==> src/rtl/perf_monitor.sv <==
// Run-control and performance-counter unit: counts run cycles and NUM_EV event channels
// between a start pulse and a stop edge or watchdog timeout, then freezes the results.
module perf_monitor #(
    parameter int unsigned CNT_W   = 16,
    parameter int unsigned NUM_EV  = 2,
    parameter int unsigned TIMEOUT = 1000,
    parameter int unsigned SEL_W   = 1
) (
    input  logic              CLOCK_50,
    input  logic              reset,
    input  logic              start,
    input  logic              stop,
    input  logic [NUM_EV-1:0] event_in,
    input  logic [SEL_W-1:0]  ev_sel,
    output logic [CNT_W-1:0]  cycle_count,
    output logic [CNT_W-1:0]  ev_count,
    output logic              busy,
    output logic              done,
    output logic              timeout,
    output logic              overflow
);

    typedef enum logic [1:0] {
        StIdle,
        StRun,
        StDone,
        StTimeout
    } state_e;

    localparam logic [CNT_W-1:0] CntMax = '1;
    localparam logic [CNT_W-1:0] CntSat = CntMax - 1'b1;
    localparam logic [CNT_W-1:0] ToLast = CNT_W'(TIMEOUT - 1);

    state_e                        state_q, state_d;
    logic   [CNT_W-1:0]            cyc_q, cyc_d;
    logic   [NUM_EV-1:0][CNT_W-1:0] ev_q, ev_d;
    logic                          ovf_q, ovf_d;
    logic                          stop_q;
    logic                          stop_edge;

    assign stop_edge = stop & ~stop_q;

    always_comb begin
        state_d = state_q;
        cyc_d   = cyc_q;
        ev_d    = ev_q;
        ovf_d   = ovf_q;
        unique case (state_q)
            StRun: begin
                if (start) begin
                    cyc_d = '0;
                    ev_d  = '0;
                    ovf_d = 1'b0;
                end else begin
                    cyc_d = cyc_q + 1'b1;
                    // Overflow flags any increment that leaves a counter at full scale.
                    for (int i = 0; i < int'(NUM_EV); i++) begin
                        if (event_in[i]) begin
                            if (ev_q[i] != CntMax) begin
                                ev_d[i] = ev_q[i] + 1'b1;
                            end
                            if (ev_q[i] >= CntSat) begin
                                ovf_d = 1'b1;
                            end
                        end
                    end
                    if (stop_edge) begin
                        state_d = StDone;
                    end else if (cyc_q == ToLast) begin
                        state_d = StTimeout;
                    end
                end
            end
            default: begin
                if (start) begin
                    cyc_d   = '0;
                    ev_d    = '0;
                    ovf_d   = 1'b0;
                    state_d = StRun;
                end
            end
        endcase
    end

    always_ff @(posedge CLOCK_50 or posedge reset) begin
        if (reset) begin
            state_q <= StIdle;
            cyc_q   <= '0;
            ev_q    <= '0;
            ovf_q   <= 1'b0;
            stop_q  <= 1'b0;
        end else begin
            state_q <= state_d;
            cyc_q   <= cyc_d;
            ev_q    <= ev_d;
            ovf_q   <= ovf_d;
            stop_q  <= stop;
        end
    end

    always_comb begin
        ev_count = '0;
        for (int i = 0; i < int'(NUM_EV); i++) begin
            if (ev_sel == SEL_W'(i)) begin
                ev_count = ev_q[i];
            end
        end
    end

    assign cycle_count = cyc_q;
    assign overflow    = ovf_q;
    assign busy        = (state_q == StRun);
    assign done        = (state_q == StDone);
    assign timeout     = (state_q == StTimeout);

endmodule

==> config.mk <==
export PLATFORM = sky130hd
export DESIGN_NAME = perf_monitor
export DESIGN_NICKNAME = d
export VERILOG_FILES = /design/src/rtl/perf_monitor.sv
export SDC_FILE = /design/constraint.sdc
export NUM_CORES = 1
export LEC_CHECK = 0
export ABC_AREA = 1
export CAP_MARGIN = 20
export CORE_MARGIN = 2
export CORE_UTILIZATION = 45
export DETAILED_ROUTE_END_ITERATION = 10
export HOLD_SLACK_MARGIN = 0.06
export PLACE_DENSITY = 0.67
export SKIP_CTS_REPAIR_TIMING = 1
export SLEW_MARGIN = 20
export SYNTH_ARGS = -nofsm -noshare
export SYNTH_HDL_FRONTEND = slang
export SYNTH_SLANG_ARGS = --single-unit
==> constraint.sdc <==
create_clock -name CLOCK_50 -period 2.6 [get_ports CLOCK_50]
set_input_delay 0.65 -clock CLOCK_50 [delete_from_list [all_inputs] [get_ports CLOCK_50]]
set_output_delay 0.65 -clock CLOCK_50 [all_outputs]
set_load 0.005 [all_outputs]
== Word level (Yosys, flattened, before mapping) ==
Cells that the tools add are included.

* $add $sub $neg: 3
* Div/mod/pow operators: 0
* Bitwise operators: 2
* Order comparisons: 2
* Mux-type cells: 23
* Multipliers: 0
* Reductions and logical operators: 9
* Shift operators: 0
* Eq/ne operators: 7

{| class="wikitable"
|+ Operators with widths
! cell !! number
|-
| $mux 16 || 8
|-
| $mux 32 || 3
|-
| $add 16x1->16 const B || 3
|-
| $ge 16x16->1 const B || 2
|-
| $ne 16x16->1 const B || 2
|-
| $eq 16x10->1 const B || 1
|-
| $mux 2 || 5
|-
| $reduce_bool 2->1 || 5
|-
| $reduce_and 3->1 || 3
|-
| $mux 1 || 7
|-
| $eq 2x2->1 const B || 2
|-
| $reduce_bool 3->1 || 1
|-
| $eq 2x1->1 const B || 1
|-
| $ne 2x2->1 const B || 1
|-
| $and 1x1->1 || 1
|-
| $not 1->1 || 1
|}

* Memories kept: 0
* Output and inout port bits: 36
* Input bits: 7
* Latch bits: 0
* Memory bits (writable): 0
* Logic and storage cells: 52
* Flip-flop bits (word level): 52
* Bits in read-only memories: 0

== Depth between registers and ports, before layout ==
Gate-level depths: netlist of run 1.

* Depth in word-level cells: 7
* Mapped depth: 11
* Mapped depth without buffers: 10

== Worst setup path before layout of run 1 ==
OpenSTA, ideal clock, no wires.

* Kind: input to output
* Start point: input port ev_sel
* End point: output port ev_count[10]
* Data arrival time: 1057 ps
* Stages: 3
* Data required time: 1950 ps
* Path slack: 893 ps
* Path buffers: 1
* Path through: clkbuf_1 > nand2_1 > o21ai_0

* Longest elaborated chain between the ends: 1

{| class="wikitable"
|+ RTL lines
! item !! RTL line !! source
|-
| start: declaration || 14 || <nowiki>input logic [SEL_W-1:0] ev_sel,</nowiki>
|-
| $mux 16 || 104 || <nowiki>if (ev_sel == SEL_W'(i)) begin</nowiki>
|-
| end: declaration || 16 || <nowiki>output logic [CNT_W-1:0] ev_count,</nowiki>
|}

Every way passes these cells.

== Worst setup path after layout of run 1 ==
* Start point: input port ev_sel
* End point: output port ev_count[0]

The elaborated chain is that of the path after synthesis.

==> results of run 1 <==
cells in the final DEF (no fill, tap or decap), types with 5 or more instances in the layout:
cell             instances
nor2_1                  69
nand2_2                  8
clkdlybuf4s50_1         41
ha_1                     5
buf_4                    7
nor2_2                   6
nand2_1                126
o21ai_2                  9
nand3_2                  5
nand4_1                 16
xor2_1                   8
inv_2                    5
o21ai_0                 32
nor2_4                   5
nor3_1                  10
o21ai_1                 10
inv_1                   62
nand3_1                 49
dfrtp_1                 52
clkbuf_8                 5
a21oi_1                  8
state kept, by name, summed over array words and instances (netlist names):
name / flops
ev_q: 32
cycle_count: 16
state_q: 2
overflow: 1
stop_q: 1
power breakdown:
group          switching, W  internal, W
registers         0.0000227     0.000825
clock network      0.000297     0.000189
logic              0.000159    0.0000832
total              0.000478      0.00110
kinds of logic after synthesis:
family                     after synthesis  share of synthesized area, %
and+or+nand+nor                        298                          37.9
buffers and inverters                   84                          10.0
AOI/OAI and AO/OA                       69                          11.6
DFF                                     52                          36.5
xor gates and xnor gates                 8                          1.97
adders and majority gates                5                          1.76
muxes                                    1                         0.281
through the flow:
step           power [W]  TNS [ns]  util [%]
2_1_floorplan    0.00101         0         -
3_3_place_gp     0.00110    -0.675      53.3
3_5_place_dp     0.00110    -0.973      53.3
4_1_cts          0.00158     -1.02      54.5
5_1_grt          0.00165         0      54.8
6_report         0.00158         0      54.8
worst max path at each step:
stage            from                    endpoint  slack [ns]  depth (start not counted)
2_1_floorplan   reset  cycle_count[0]$_DFFE_PP0P_        0.69                          1
3_3_place_gp   ev_sel                 ev_count[1]       -0.05                          5
3_5_place_dp   ev_sel                 ev_count[0]       -0.08                          5
4_1_cts        ev_sel                 ev_count[0]       -0.09                          5
5_1_grt        ev_sel                 ev_count[9]        0.11                          4
6_report       ev_sel                 ev_count[0]        0.18                          4
synth_stat cells, drive strengths merged:
| master | number | share of area (%) |
|---|---|---|
| nor4 | 1 | 0.18 |
| o2111ai | 2 | 0.49 |
| clkbuf | 8 | 0.84 |
| nand2 | 134 | 15 |
| nand3 | 54 | 8.3 |
| ha | 5 | 1.8 |
| o21ai | 51 | 8.1 |
| a21oi | 8 | 1.1 |
| a31oi | 1 | 0.18 |
| nand4 | 16 | 2.8 |
| inv | 67 | 7.1 |
| o31ai | 2 | 0.42 |
| nor3 | 10 | 1.4 |
| nor3b | 1 | 0.21 |
| buf | 8 | 2.0 |
| o211ai | 1 | 0.21 |
| dfrtp | 52 | 37 |
| a22o | 1 | 0.25 |
| clkinv | 1 | 0.11 |
| nand3b | 1 | 0.21 |
| mux2i | 1 | 0.28 |
| nor2 | 80 | 9.9 |
| o22ai | 1 | 0.35 |
| o21bai | 1 | 0.21 |
| xor2 | 8 | 2.0 |
| a21o | 1 | 0.21 |
| and2 | 1 | 0.18 |
layout make-up:
class	instances	area [um^2]	area share [%]
Tap cell	102	128	3.03
Clock inverter	3	18.8	0.445
Timing Repair Buffer	52	541	12.8
Sequential cell	52	1300	30.9
Multi-Input combinational cell	381	1900	45.1
Clock buffer	5	68.8	1.63
Inverter	68	255	6.06
metal layers:
| metal | vias up | track usage (%) | routed length [um] |
|---|---|---|---|
| li1 | 1763 | - | - |
| met1 | 1599 | 32.8 | 4480 |
| met2 | 80 | 39.4 | 4650 |
| met3 | 13 | 3.50 | 493 |
| met4 | 0 | 8.82 | 159 |
| met5 | - | 0 | 0 |
==> impl_metrics.py, run 1 <==
metrics = {
    "outcome": {
        "outcome": "complete, no violations",
    },
    "synth": {
        "synth_area_um2": 3560,
        "synth_cell_type_count": 36,
        "syn_nets": 529,
        "ys_warn_count": 0,
        "avgSynthCellArea_um2": 6.89,
        "ys_seq_area_share_pct": 36.5,
        "ys_seq_elements": 52,
        "syn_inst": 517,
    },
    "cells_and_area": {
        "layout.cells.non_filler": 663,
        "fin_area_um2": 4220,
        "nNetsFinal": 572,
        "area_growth_pct": 18.4,
        "drive_above_1_share_pct": 10.2,
        "fill_cells": 810,
        "antenna_cells": 0,
    },
    "global_routing": {
        "grt_overflow": 0,
        "grt_first_pass_wirelength_um": 16400,
        "first_global_vias": 3340,
        "grt_max_degree": 53,
        "grt_antenna_before_repair": 0,
        "grt_usage_pct": 24.2,
    },
    "clock_network": {
        "path_clk_slew_ns": 0.09,
        "cts_buffer_depth": 2,
        "cts_tree": "built",
        "cts_num_sinks": 52,
        "cts_buffers": 5,
        "clkLatencyLatePin_ns": 0.32,
        "htreeDepth": 2,
        "cts-root-buf": "clkbuf_8",
    },
    "critical_path": {
        "rr_worst_depth": 10,
        "crit_chain": "dlymetal6s2s_1 -> clkbuf_16 -> o21ai_0 -> clkdlybuf4s50_1",
        "path_max_fanout": 16,
        "cpPeakStageDelay_ns": 0.53,
        "crit_type": "primary input to output port",
        "r2r-end": "ev_q[27]$_DFFE_PP0P_",
        "cp_slowest_cell": "clkdlybuf4s50_1",
        "reg2reg_slack_ns": 0.56,
        "end_kind": "output port",
        "start_kind": "primary input",
        "arrival_ns": 1.77,
        "regToRegStartpoint": "ev_q[16]$_DFFE_PP0P_",
        "cp.required_ns": 1.95,
        "path_delay_family": "buffers and inverters",
        "critical_path_buf_inv_count": 3,
    },
    "placed_design": {
        "place_congestion": 0.900,
        "place_ws_ns": -0.0769,
        "postPlaceCellArea_um2": 4100,
        "portBuffers": 42,
        "hpwl_um": 7130,
        "dp.cells": 654,
    },
    "detailed_routing": {
        "via_per_inst": 5.21,
        "dr.pass1.iters": 4,
        "antenna_left": 0,
        "num_vias": 3455,
        "wirelength_um": 9780,
        "wl_per_cell_um": 14.8,
        "drc": 0,
        "drt-initial-drc-count": 227,
    },
    "power": {
        "power_density_nw_per_um2": 374,
        "leakage_nw": 1.80,
        "peakVddDrop_mv": 0.180,
    },
    "sta": {
        "layout_min_cycle_time_ns": 2.42,
        "worst_pin_slew_ns": 0.418,
        "hold_viol_final": 0,
        "finalSetupViolations": 0,
        "setup_slack_ns": 0.183,
        "slew_viol_final": 0,
        "fin_crit_sh_pct": 93.0,
        "max_slew_margin_pct": 72.1,
        "timing.fmax_mhz": 414,
        "skew_ns": 0.0137,
        "rsz0062_at_grt": "no",
        "hold_slack_ns": 0.496,
    },
    "job": {
        "cap_violations": 0,
    },
    "floorplan": {
        "core_area_um2": 7690,
        "row_count": 32,
        "start_util_pct": 46.3,
        "die_h_um": 93.0,
        "fp.dieW_um": 93.0,
        "io_pins": 43,
        "die_area_um2": 8640,
    },
    "worst_hold_path": {
        "min-delay-start": "cycle_count[8]$_DFFE_PP0P_",
        "hold_end": "cycle_count[8]$_DFFE_PP0P_",
        "hold_class": "flip-flop to flip-flop",
        "whs_path_depth": 1,
    },
}
Note: power is estimated with default switching activity, not from simulation.
==> run 2, diff against run 1 <==
--- a/config.mk
+++ b/config.mk
@@ -8,12 +8,13 @@
 export ABC_AREA = 1
 export CAP_MARGIN = 20
 export CORE_MARGIN = 2
-export CORE_UTILIZATION = 45
+export CORE_UTILIZATION = 39
 export DETAILED_ROUTE_END_ITERATION = 10
+export GPL_ROUTABILITY_DRIVEN = 0
 export HOLD_SLACK_MARGIN = 0.06
-export PLACE_DENSITY = 0.67
+export PLACE_DENSITY = 0.59
 export SKIP_CTS_REPAIR_TIMING = 1
-export SLEW_MARGIN = 20
+export SLEW_MARGIN = 10
 export SYNTH_ARGS = -nofsm -noshare
 export SYNTH_HDL_FRONTEND = slang
 export SYNTH_SLANG_ARGS = --single-unit
==> impl_metrics.py, run 2 (synthesized netlist as in run 1, its figures left out) <==
metrics = {
    "outcome": {
        "outcome": "complete, no violations",
    },
    "placed_design": {
        "hpwl_um": 7220,
        "dp.cells": 660,
        "portBuffers": 42,
        "place_ws_ns": -0.0964,
    },
    "floorplan": {
        "start_util_pct": 40.4,
        "fp.dieW_um": 99.6,
        "core_area_um2": 8810,
        "die_h_um": 99.6,
        "die_area_um2": 9910,
        "io_pins": 43,
        "row_count": 34,
    },
    "critical_path": {
        "end_kind": "output port",
        "arrival_ns": 1.77,
        "crit_type": "primary input to output port",
        "start_kind": "primary input",
        "path_max_fanout": 16,
        "cp.required_ns": 1.95,
    },
    "global_routing": {
        "first_global_vias": 3207,
        "grt_first_pass_wirelength_um": 16400,
        "grt_overflow": 0,
        "grt_max_degree": 53,
        "grt_usage_pct": 20.6,
        "grt_antenna_before_repair": 0,
    },
    "clock_network": {
        "cts-root-buf": "clkbuf_8",
        "cts_buffers": 5,
        "htreeDepth": 2,
        "cts_num_sinks": 52,
        "cts_buffer_depth": 2,
        "cts_tree": "built",
        "path_clk_slew_ns": 0.10,
        "clkLatencyLatePin_ns": 0.32,
    },
    "sta": {
        "slew_viol_final": 0,
        "setup_slack_ns": 0.177,
        "timing.fmax_mhz": 413,
        "worst_pin_slew_ns": 0.419,
        "rsz0062_at_grt": "no",
        "layout_min_cycle_time_ns": 2.42,
        "skew_ns": 0.00960,
        "finalSetupViolations": 0,
        "max_slew_margin_pct": 72.0,
        "hold_viol_final": 0,
        "fin_crit_sh_pct": 93.2,
    },
    "cells_and_area": {
        "drive_above_1_share_pct": 10.2,
        "antenna_cells": 0,
        "fill_cells": 889,
        "layout.cells.non_filler": 669,
        "nNetsFinal": 572,
        "area_growth_pct": 19.1,
        "mostFrequentLayoutCells": "nand2_1 (126), nor2_1 (69), inv_1 (62)",
        "multi_input_area_um2": 1900,
        "largest_reg_flops": 32,
        "regMostFlops": "ev_q",
        "area.sequential_um2": 1300,
        "final_common_cell": "nand2_1",
    },
    "power": {
        "peakVddDrop_mv": 0.213,
        "leakage_nw": 1.82,
        "total_power_w": 0.00159,
        "power_density_nw_per_um2": 374,
    },
    "detailed_routing": {
        "drt-initial-drc-count": 161,
        "via_per_inst": 5.23,
        "dr.pass1.iters": 7,
        "antenna_left": 0,
        "num_vias": 3502,
        "wl_per_cell_um": 14.9,
        "drc": 0,
        "wirelength_um": 9990,
    },
    "job": {
        "cap_violations": 0,
    },
    "worst_hold_path": {
        "hold_class": "flip-flop to flip-flop",
    },
}
run 2: cell count changes in the layout (fill, tap and decap cells not counted):
cell	previous run	this run
clkdlybuf4s50_1	41	40
dlymetal6s2s_1	1	2
clkinvlp_4	0	1
buf_4	7	6
inv_6	0	1
clkinv_4	1	0
clkinv_2	2	1
buf_12	2	3
run 2: worst max-delay path, stage by stage:
cell and delay (ns):
dlymetal6s2s_1 0.19, buf_12 0.18, o21ai_0 0.21, clkdlybuf4s50_1 0.54
run 2: power breakdown:
group          internal, W  leakage, nW  switching [W]
Combinational    0.0000853         1.06       0.000158
Clock             0.000192       0.0445       0.000305
Sequential        0.000825        0.715      0.0000206
Total              0.00110         1.82       0.000484
run 2: area by class of cell:
type                            count  share of cell area (%)
Sequential cell                    52                    30.7
Clock buffer                        5                    1.62
Multi-Input combinational cell    381                    44.9
Tap cell                          108                    3.19
Inverter                           68                    6.02
Timing Repair Buffer               52                    13.1
Clock inverter                      3                   0.502
run 2: final timing paths:
kind	startpoint	end	cells after the start	slack (ns)
max in group asynchronous	reset	ev_q[11]$_DFFE_PP0P_	3	1.67
worst min register to register	overflow$_DFFE_PP0P_	overflow$_DFFE_PP0P_	2	0.50
worst min-delay path	overflow$_DFFE_PP0P_	overflow$_DFFE_PP0P_	2	0.50
worst max-delay path	ev_sel	ev_count[0]	4	0.18
worst max register to register	ev_q[16]$_DFFE_PP0P_	ev_q[27]$_DFFE_PP0P_	10	0.38
min in group asynchronous	reset	state_q[0]$_DFFE_PP0P_	3	0.68
run 2: per-layer routing:
metal  global-route usage, %  vias up  wire, um
li1                        -     1758         -
met1                    29.1     1650      4680
met2                    33.2       85      4750
met3                    3.09        9       452
met4                    5.27        0       104
met5                       0        -         0
run 2: per-stage QoR:
| step | area (um^2) | setup TNS (ns) | hold WS (ns) | util (%) |
|---|---|---|---|---|
| 6_report | 4240 | 0 | 0.503 | 48.2 |
| 4_1_cts | 4210 | -1.18 | 0.509 | 47.8 |
| 5_1_grt | 4240 | 0 | 0.532 | 48.2 |
| 3_5_place_dp | 4120 | -1.12 | 0.479 | 46.8 |
| 2_1_floorplan | 3560 | 0 | 0.472 | - |
| 3_3_place_gp | 4120 | -0.730 | 0.468 | 46.8 |
